`src/rtl/ring_osc_counter.sv`:
```
// Ring oscillator frequency counter: gates the adder ring on, waits a settle time,
// then counts synchronized rising edges of a ring tap over a clk-cycle window.
module ring_osc_counter #(
  parameter int CNT_W       = 16,
  parameter int GATE_W      = 16,
  parameter int SETTLE_W    = 8,
  parameter int SYNC_STAGES = 2
) (
  input  logic                clk,
  input  logic                reset,
  input  logic                start,
  input  logic [GATE_W-1:0]   gate_len,
  input  logic [SETTLE_W-1:0] settle_len,
  input  logic                ring_in,
  output logic                osc_enable,
  output logic                busy,
  output logic [CNT_W-1:0]    count,
  output logic                count_valid,
  output logic                overflow
);

  localparam int TIMER_W = (GATE_W > SETTLE_W) ? GATE_W : SETTLE_W;

  typedef enum logic [1:0] {
    IDLE,
    SETTLE,
    COUNT,
    DONE
  } state_t;

  state_t                 state_q, state_d;
  logic [TIMER_W-1:0]     timer_q, timer_d;
  logic [GATE_W-1:0]      gate_q, gate_d;
  logic [CNT_W-1:0]       edge_cnt_q, edge_cnt_d;
  logic                   sat_q, sat_d;
  logic [CNT_W-1:0]       count_q, count_d;
  logic                   overflow_q, overflow_d;
  logic                   count_valid_q, count_valid_d;
  logic                   osc_enable_q, osc_enable_d;
  logic                   busy_q, busy_d;
  logic [SYNC_STAGES-1:0] sync_q, sync_d;
  logic                   prev_q, prev_d;
  logic                   edge_pulse;

  // The synchronizer and edge detector run in every state so the pipeline is
  // always primed; only pulses landing in COUNT cycles are accumulated.
  always_comb begin
    sync_d     = {sync_q[SYNC_STAGES-2:0], ring_in};
    prev_d     = sync_q[SYNC_STAGES-1];
    edge_pulse = sync_q[SYNC_STAGES-1] & ~prev_q;
  end

  always_comb begin
    state_d       = state_q;
    timer_d       = timer_q;
    gate_d        = gate_q;
    edge_cnt_d    = edge_cnt_q;
    sat_d         = sat_q;
    count_d       = count_q;
    overflow_d    = overflow_q;
    count_valid_d = 1'b0;
    osc_enable_d  = osc_enable_q;
    busy_d        = busy_q;

    case (state_q)
      IDLE: begin
        if (start) begin
          gate_d     = gate_len;
          edge_cnt_d = '0;
          sat_d      = 1'b0;
          if (settle_len != '0) begin
            state_d      = SETTLE;
            timer_d      = TIMER_W'(settle_len);
            osc_enable_d = 1'b1;
            busy_d       = 1'b1;
          end else if (gate_len != '0) begin
            state_d      = COUNT;
            timer_d      = TIMER_W'(gate_len);
            osc_enable_d = 1'b1;
            busy_d       = 1'b1;
          end else begin
            state_d      = DONE;
            osc_enable_d = 1'b0;
            busy_d       = 1'b0;
          end
        end
      end

      // timer holds the number of cycles left in the phase, including this one
      SETTLE: begin
        if (timer_q == TIMER_W'(1)) begin
          if (gate_q != '0) begin
            state_d = COUNT;
            timer_d = TIMER_W'(gate_q);
          end else begin
            state_d      = DONE;
            timer_d      = '0;
            osc_enable_d = 1'b0;
            busy_d       = 1'b0;
          end
        end else begin
          timer_d = timer_q - TIMER_W'(1);
        end
      end

      COUNT: begin
        if (edge_pulse) begin
          if (edge_cnt_q == {CNT_W{1'b1}}) begin
            sat_d = 1'b1;
          end else begin
            edge_cnt_d = edge_cnt_q + CNT_W'(1);
          end
        end
        if (timer_q == TIMER_W'(1)) begin
          state_d      = DONE;
          timer_d      = '0;
          osc_enable_d = 1'b0;
          busy_d       = 1'b0;
        end else begin
          timer_d = timer_q - TIMER_W'(1);
        end
      end

      DONE: begin
        count_d       = edge_cnt_q;
        overflow_d    = sat_q;
        count_valid_d = 1'b1;
        osc_enable_d  = 1'b0;
        busy_d        = 1'b0;
        state_d       = IDLE;
      end

      default: begin
        state_d      = IDLE;
        osc_enable_d = 1'b0;
        busy_d       = 1'b0;
      end
    endcase
  end

  always_ff @(posedge clk or posedge reset) begin
    if (reset) begin
      state_q       <= IDLE;
      timer_q       <= '0;
      gate_q        <= '0;
      edge_cnt_q    <= '0;
      sat_q         <= 1'b0;
      count_q       <= '0;
      overflow_q    <= 1'b0;
      count_valid_q <= 1'b0;
      osc_enable_q  <= 1'b0;
      busy_q        <= 1'b0;
      sync_q        <= '0;
      prev_q        <= 1'b0;
    end else begin
      state_q       <= state_d;
      timer_q       <= timer_d;
      gate_q        <= gate_d;
      edge_cnt_q    <= edge_cnt_d;
      sat_q         <= sat_d;
      count_q       <= count_d;
      overflow_q    <= overflow_d;
      count_valid_q <= count_valid_d;
      osc_enable_q  <= osc_enable_d;
      busy_q        <= busy_d;
      sync_q        <= sync_d;
      prev_q        <= prev_d;
    end
  end

  assign osc_enable  = osc_enable_q;
  assign busy        = busy_q;
  assign count       = count_q;
  assign count_valid = count_valid_q;
  assign overflow    = overflow_q;

endmodule
```
`config.mk`:
```
export PLATFORM = sky130hd
export DESIGN_NAME = ring_osc_counter
export DESIGN_NICKNAME = d
export VERILOG_FILES = /design/src/rtl/ring_osc_counter.sv
export SDC_FILE = /design/constraint.sdc
export NUM_CORES = 1
export LEC_CHECK = 0
export BUFFER_PORTS_ARGS = -buffer_cell sky130_fd_sc_hd__buf_4
export CAP_MARGIN = 20
export CORE_ASPECT_RATIO = 1.1
export CORE_UTILIZATION = 40
export CTS_CLUSTER_SIZE = 8
export DETAILED_ROUTE_END_ITERATION = 7
export SLEW_MARGIN = 20
export SYNTH_ARGS = -nofsm -noshare
export SYNTH_HDL_FRONTEND = slang
export SYNTH_SLANG_ARGS = --single-unit
```
`constraint.sdc`:
```
create_clock -name clk -period 2.6 [get_ports clk]
set_input_delay 0.65 -clock clk [delete_from_list [all_inputs] [get_ports clk]]
set_output_delay 0.65 -clock clk [all_outputs]
set_load 0.03 [all_outputs]
```
== Word level (Yosys, flattened, before mapping) ==
Index checks and enable logic that the tools add are counted.

* Register bits after elaboration: 73
* Output and inout bits: 20
* Input port bits: 28
* Logic and storage cells: 70

* Bitwise gates (word level): 2
* Add/subtract/negate cells: 2
* Equality and inequality tests: 13
* Reductions and logical operators: 12
* Mux-type cells: 30

{| class="wikitable"
|+ Operators by type and width
! operator !! number
|-
| two-way mux 16 bit || 9
|-
| one-hot mux 16 bit (3 select lines) || 1
|-
| one-hot mux 16 bit (2 select lines) || 1
|-
| nonzero test 16 bit || 2
|-
| adder 16 x 1 -> 16 bit, second input constant || 1
|-
| == test 16 x 1 -> 1 bit, second input constant || 1
|-
| == test 16 bit, second input constant || 1
|-
| subtractor 16 x 1 -> 16 bit, second input constant || 1
|-
| inequality test 2 bit, second input constant || 7
|-
| two-way mux 1 bit || 12
|-
| AND reduction 4 bit || 3
|-
| two-way mux 2 bit || 4
|-
| one-hot mux 2 bit (4 select lines) || 1
|-
| nonzero test 8 bit || 1
|-
| AND reduction 3 bit || 2
|-
| == test 2 bit, second input constant || 2
|-
| one-hot mux 1 bit (4 select lines) || 1
|-
| inequality test 3 bit, second input constant || 1
|-
| nonzero test 3 bit || 1
|-
| == test 2 x 1 -> 1 bit, second input constant || 1
|-
| logical NOT 2 bit || 1
|-
| one-hot mux 1 bit (2 select lines) || 1
|-
| AND reduction 2 bit || 1
|-
| nonzero test 2 bit || 1
|-
| other kinds (2) || 2
|}

== Longest topological paths before layout ==
Gate-level depths: netlist of run 1.

* Depth in word-level cells: 5
* Mapped depth: 9
* Depth with buffers taken out: 7

== Worst setup path after synthesis of run 1 ==
No wires, ideal clock.

* Path type: reg-to-reg
* Start: register timer_q[0]
* End: register timer_q[12]
* Required time: 2471 ps
* Period minus slack after synthesis: 2199 ps
* Data arrival time: 2069 ps
* Buffers on the path: 1
* Path slack: 401 ps
* Cell stages (with the launch flop): 9
* Setup time: 129 ps
* Cells stage by stage: dfrtp_1 inv_1 ha_1 or3b_2 clkbuf_1 or4_4 a221oi_2 a21o_1 o221ai_2

* Cells in the longest elaborated chain, start to end: 3
* Elaborated cells on any way between the ends: 5
* Those cells by class: add/sub (1); eq/ne (1); mux (3)

{| class="wikitable"
|+ Ends and longest elaborated chain
! item !! RTL line !! RTL
|-
| from (decl) || 32 || <nowiki>logic [TIMER_W-1:0] timer_q, timer_d;</nowiki>
|-
| from (signal assigned) || 157 || <nowiki>timer_q <= timer_d;</nowiki>
|-
| subtractor 16 x 1 -> 16 bit or == test 16 x 1 -> 1 bit (tied branches) || - ||
|-
| two-way mux 16 bit (on tied branches) || 114, 91 ||
|-
| one-hot mux 16 bit (3 select lines) * || 65 || <nowiki>case (state_q)</nowiki>
|}

Every way passes the cells marked *; elsewhere a longest branch is shown, timed or not.
A chain may end at the register's enable or synchronous reset.

== Worst setup path in the final report of run 1 ==
Same ends and word-level chain as after synthesis.

==> summary by stage, run 1 <==
Outcome
The checks that failed: DRC. The run finished, with violations left.

Placed design
Routability-driven placement finished with a final weighted congestion of roughly 0.9. The half-perimeter wire length after placement is about 8000 um. The number of port buffers is 47. The post-placement worst setup slack is ~260 ps.

Route
Wires add up to 10500 um. The number of nets with antenna violations after routing is 0. The via density per instance is 6.05. The average detailed-routed wire length per instance is 18.2 um. The number of DRC violations after detailed routing is 8. The via count is 3491. The iteration count of the initial detailed-routing pass is 8. After the first detailed-routing iteration, the DRC count stood at 260.

CTS
The H-tree generated during clock tree synthesis spans 3 levels. The quantity of hold-fixing buffers added after cts is 0. The clock reaches the later pin of the worst-skew pair after approximately 350 ps. No sink is reached through more buffers than the 2 on the longest clock path. After clock tree synthesis, the clock-pin slew on the worst setup and hold paths is 80 ps. The master cell of the clock root buffer is clkbuf_8. Gates resized during post-CTS repair numbered 0.

In this run the post-CTS setup repair buffer count came out at 0. The clock drives 73 sinks. The clock tree from TritonCTS is yes. In this run, CTS created clock tree buffers numbering 9.

Die
The boundary pin count is 48. In this run the core area contains 38 standard-cell rows. The total die area is 10500 um2. For this configuration, the core starts out at a cell density of 0.409. The height of the chip is 107 um. The area of the core is 9840 um2.

The die boundary width is 97.7 um.

Yosys
By area the synthesized netlist is led by dfrtp_1 (45%), mux2_2 (8.9%), nor4_1 (3.1%), nor2_1 (3.1%), xnor2_1 (2.8%). The area of the mapped netlist is 4030 um2. The synthesized design contains 0 enable-type register cells. A synthesized cell averages 10.2 um2. The async set-reset flop share out of synthesis is 1.00. The number of unique standard cell types used by synthesis is 63. Summed over all instances, the cell type with the most area after synthesis is dfrtp_1.

Ranked by instance count, the synthesized netlist is headed by dfrtp_1 (73), nor2_1 (33), mux2_2 (32), nand2_1 (22). Counting every net in the synthesized netlist gives 429. The synthesized netlist cell count is 394. The share of the Yosys chip area taken by registers is 0.453.

The most frequent cell after synthesis is dfrtp_1. The post-synthesis register bit count is 73. Yosys printed 0 warnings.

Of the post-synthesis cell area, the dominant cell type holds 0.453. For this run, the leading register cell type out of synthesis is dfrtp_1.

Worst setup path
The critical path goes through inv_1 -> ha_1 -> or3b_2 -> or4_4 -> a221oi_2 -> a21o_1 -> o221ai_2. The critical path data required time is 2840 ps. For this run, the slowest stage of the critical path takes ~560 ps. The family of cells with the greatest summed delay on the critical path is simple AND/OR/NAND/NOR gates.

The critical path in this run is classified as flop to flop. The number of buffers and inverters on the critical path is 1. The maximum fanout along the worst path is 7.

At the worst endpoint, the arrival time is 2540 ps. The cell at the slowest stage of the critical path is or3b_2. The kind of start point of the critical path is a flop. STA classifies the critical path endpoint as a flop.

Global route
The first global-routing pass estimated 17400 um of wire. The largest net degree at the start of global routing is 29. The number of antenna violations at the first check in global routing came to 0.

The number of global-route vias before repair came to 3310. The total global-route track usage is 0.213. The sum of overflow across all layers after global routing is 0.

Cells and area
In the final design database the tool counted 487 nets. The synthesis-to-finish area growth is 18.8%. Of the cells placed in the final design, the portion with a size suffix greater than 1 is 0.287. The final core utilization is 0.487. The number of antenna repair diodes is 0.

STA
The number of pins exceeding their max-slew limit in the final report is 0. On the final layout, the worst clock skew is 13.7 ps. Setup repair after global routing left no endpoint under its margin. The accumulated negative setup slack is 0 ps.

The worst-margin pin slew is 809 ps. After layout, the worst setup slack is 293 ps. Subtracting the final worst setup slack from the clock period gives 2310 ps. Setup violations remaining at the end of the flow were counted as 0. The hold violation count in the final report came to 0. The timing-limited maximum frequency is 434 MHz. Of the available clock period, the critical path in the final layout requires 0.887. Measured against its own limit, the worst slew margin works out to 0.461.

Min path
The path class of the tightest hold or removal check is input pin to async pin.

Run
The total of max-cap violations is 0.

Power
The static leakage is 2.06 nW. The total power divided by cell area is roughly 520 nW/um2. The maximum ir drop on the vdd rail is 0.248 mV.
layout make-up:
| cell class | instances | area [um2] |
|---|---|---|
| clock inverter | 6 | 41.3 |
| multi-input combinational | 287 | 2040 |
| sequential | 73 | 1830 |
| inverter | 10 | 37.5 |
| clock buffer | 10 | 138 |
| timing repair buffer | 71 | 558 |
| tap | 120 | 150 |
| fill | 941 | 5050 |
state kept, by name, summed over array words and instances, names as in the netlist, 2 cells and up:
name,count
count,16
edge_cnt_q,16
gate_q,16
timer_q,16
state_q,2
sync_q,2
layout by cell type (no fill, tap or decap), drive strengths merged, types with 4 or more instances in the layout:
cell type and count:
mux2i 5, clkbuf 10, nor4b 4, a211oi 6
nor4 21, dfrtp 73, o31ai 8, nand2b 4
or4 4, a311oi 7, a221oi 7, nor3 20
mux2 32, xnor2 13, nand2 22, nor2 33
ha 7, inv 10, nor3b 6, nand4 11
buf 71, nand3 10, a31oi 4, o21ai 18
path summary, 6_finish.rpt:
path,start,endpoint,slack [ps],depth (start not counted)
worst max-delay path,timer_q[0],timer_q[12],290,7
worst max register to register,timer_q[0],timer_q[12],290,7
max in group asynchronous,reset,timer_q[4],1490,3
worst min register to register,sync_q[0],sync_q[1],370,0
min in group clk,sync_q[0],sync_q[1],370,0
worst min-delay path,reset,count[15],350,2
per-stage QoR:
stage          instance area, um2  hold WS (ps)  power, mW  cells
2_1_floorplan                4030           331       1.55    394
3_3_place_gp                 4610           339       1.70    561
3_5_place_dp                 4610           350       1.70    561
4_1_cts                      4790           359       2.53    577
5_1_grt                      4790           371       2.66    577
6_report                     4790           347       2.51    577
layer usage:
| layer | vias up | wire (um) | global-route usage |
|---|---|---|---|
| li1 | 1624 | - | - |
| met1 | 1722 | 4480 | 0.273 |
| met2 | 129 | 5280 | 0.370 |
| met3 | 16 | 541 | 0.0299 |
| met4 | 0 | 178 | 0.0703 |
| met5 | - | 0 | 0 |
logic make-up after synthesis:
| family | synth area share |
|---|---|
| fa+ha+maj | 0.0217 |
| compound gates | 0.147 |
| buf+inv | 0.0413 |
| flops | 0.453 |
| xor+xnor | 0.0326 |
| simple gates | 0.203 |
| mux | 0.102 |
worst register-to-register path, stage by stage, from the launching register on:
cell and delay [ps]:
dfrtp_1 420, inv_1 110, ha_1 220, or3b_2 560, or4_4 440, a221oi_2 220, a21o_1 120, o221ai_2 80
power by group:
group          switching, mW  total, mW  internal (mW)
Sequential             0.110       1.32           1.21
Clock                  0.451      0.823          0.372
Combinational          0.203      0.369          0.166
Total                  0.764       2.51           1.74
No activity file was read; power rests on OpenSTA's default activity.
==> run 2: changes to the inputs <==
--- a/config.mk
+++ b/config.mk
@@ -8,7 +8,7 @@
 export BUFFER_PORTS_ARGS = -buffer_cell sky130_fd_sc_hd__buf_4
 export CAP_MARGIN = 20
 export CORE_ASPECT_RATIO = 1.1
-export CORE_UTILIZATION = 40
+export CORE_UTILIZATION = 25
 export CTS_CLUSTER_SIZE = 8
 export DETAILED_ROUTE_END_ITERATION = 7
 export SLEW_MARGIN = 20
==> summary by stage, run 2 (same netlist as run 1, synthesis figures left out) <==
Outcome
The flow ran to the end, and the final reports show no timing, DRC or antenna violations.

Route
The via density per instance is 5.45. The first TritonRoute pass finished after 5 iterations. The number of DRC violations after detailed routing is 0. The via count is about 3600. The count of nets left with antenna violations once routing finished came out at 0. The number of DRC markers in iteration 0 is 304.

The final layout contains routed wiring with a total length of 11400 um. The average detailed-routed wire length per instance is ~17 um.

Worst setup path
The critical path crosses 7 cells after its start point. STA classifies the critical path startpoint as a flop. Among all stages on the critical path, the largest delay is contributed by or3b_2. The element type at the critical path end is a flop. At the worst endpoint, the arrival time is 2650 ps. The maximum fanout along the worst path is 7. The family of cells with the greatest summed delay on the critical path is simple AND/OR/NAND/NOR gates. The largest single stage delay on the critical path is 600 ps.

Traced cell by cell, the critical path runs through inv_1 -> ha_1 -> or3b_2 -> or4_4 -> a221oi_2 -> a21o_1 -> o221ai_2. Together, buffers and inverters on the worst path number 1. The setup path with the least slack is of type flop to flop. The worst-case reg-to-reg path depth is 7.

The setup slack of the worst register-to-register path is ~170 ps. Data on the critical path is required at its endpoint by 2820 ps.

Global route
The largest net degree at the start of global routing is 32. The wire length of the first global-routing pass is 18600 um. The total global-route track usage is 0.147. The sum of overflow across all layers after global routing is 0.

The number of antenna violations at the first check in global routing came to 0. The number of global-route vias before repair is 3452.

CTS
The number of H-tree branching levels is 3. The later pin in the worst-skew pair is clocked with a latency of 350 ps. The clock tree from TritonCTS is yes. In this run, post-CTS hold repair placed 0 buffers. Clock tree synthesis found a total of 73 sinks. The cell sitting at the root of the clock tree is a clkbuf_16. The clock tree buffer depth is 2. The clock-pin slew of the registers on the worst-case setup and hold paths is 60 ps. The number of CTS-inserted buffers is 9.

STA
Setup violations remaining at the end of the flow were counted as 0. The fraction of the cycle the final worst path needs is 0.933. For the finished layout, the period the worst path requires is 2430 ps. The accumulated negative setup slack is 0 ps.

The post-route clock skew is just over 7 ps. Headroom to the max-slew limit came out at 0.568. Setup repair after global routing left no endpoint under its margin.

For this run, the top clock speed supported by timing is 412 MHz. The number of pins exceeding their max-slew limit in the final report is 0. The tightest hold path in the finished design has a slack of 346 ps. At the pin with the least slew margin, the transition time is around 650 ps. The setup slack of the critical path after layout is 175 ps. The hold violation count in the final report is 0.

Die
The starting density of the core is 0.256. The initialized floorplan defines 48 standard-cell rows. The area of the core is 15700 um2. The floorplan step defined a die boundary enclosing 16600 um2. The die is 135 um tall.

Pin placement for this block handled 48 I/O pins. Measured along the x axis, the die boundary spans 123 um.

Power
For this design the ratio of total power to cell area is 597 nW/um2. For this design the static power due to leakage is between 2 and 2.5 nW. IR analysis of the VDD net gives a maximum drop of between 0.3 and 0.4 mV. The design draws between 2 and 3 mW.

Cells and area
Summing all flip-flop and latch instances after layout gives 1830 um2. After routing the design area is 5010 um2. The final core utilization is 0.318. The area taken by multi-input logic gates is ~2000 um2. The synthesis-to-finish area growth is 24.3%. Leaving out fill and tap cells, the most frequent cell in the layout is dfrtp_1. The fraction of layout cells with a size suffix above 1 is 0.287.

The non-filler instance count after layout is 656. The top cell types in the final layout, fill and taps aside, are dfrtp_1 (73), buf_4 (68), mux2_2 (32), nor2_1 (32), nand2_1 (22). In the final design database the tool counted around 490 nets.

The number of antenna repair diodes is 0. The filler cells instantiated in the layout total 1649.

Placed design
The instance area at placement is approximately 4700 um2. During placement, the flow inserted port buffers numbering 47. The global placer's final weighted congestion is between 0.9 and 1. Timing analysis after detailed placement gives a worst setup slack of 108 ps. The wire-length estimate of the detail-placed layout is 8340 um. Once placement completed, the tool counted placed cells totaling 640.

Run
The total of max-cap violations is 0.

Min path
The path type of the worst min-delay path is input pin to async pin.
run 2: final cells by class:
type	count	share of cell area
clock buffer	9	0.0450
clock inverter	7	0.0157
inverter	10	0.00749
multi-input combinational	287	0.407
sequential	73	0.365
tap	200	0.0500
timing repair buffer	70	0.110
run 2: worst register-to-register path, delay by kind of cell (launching register included):
kind	cells	cell delay [ps]
AOI/OAI and AO/OA	3	470
and+or+nand+nor	2	1060
adders and majority gates	1	230
buffers and inverters	1	130
DFF	1	420
run 2: final timing paths:
kind	from	end
hold reg to reg	sync_q[0]	sync_q[1]
setup / recovery	timer_q[0]	timer_q[12]
max in group asynchronous	reset	gate_q[3]
min in group clk	sync_q[0]	sync_q[1]
setup reg to reg	timer_q[0]	timer_q[12]
hold / removal	reset	count[4]
run 2: power by group:
part | switching [mW] | leakage [nW] | internal (mW)
clock | 0.524 | 0.144 | 0.752
combinational | 0.218 | 1.03 | 0.167
sequential | 0.118 | 0.952 | 1.21
total | 0.860 | 2.12 | 2.13
run 2: metal layers:
metal	vias up	track usage	wire length [um]
li1	1624	-	-
met1	1741	0.192	4860
met2	177	0.230	5450
met3	32	0.0278	721
met4	0	0.0797	412
met5	-	0	0
run 2: timing repair:
action	CTS	global route
hold endpoints to repair	0	0
gates resized for setup	0	1
setup buffers	0	0
endpoints found under the setup margin	0	3
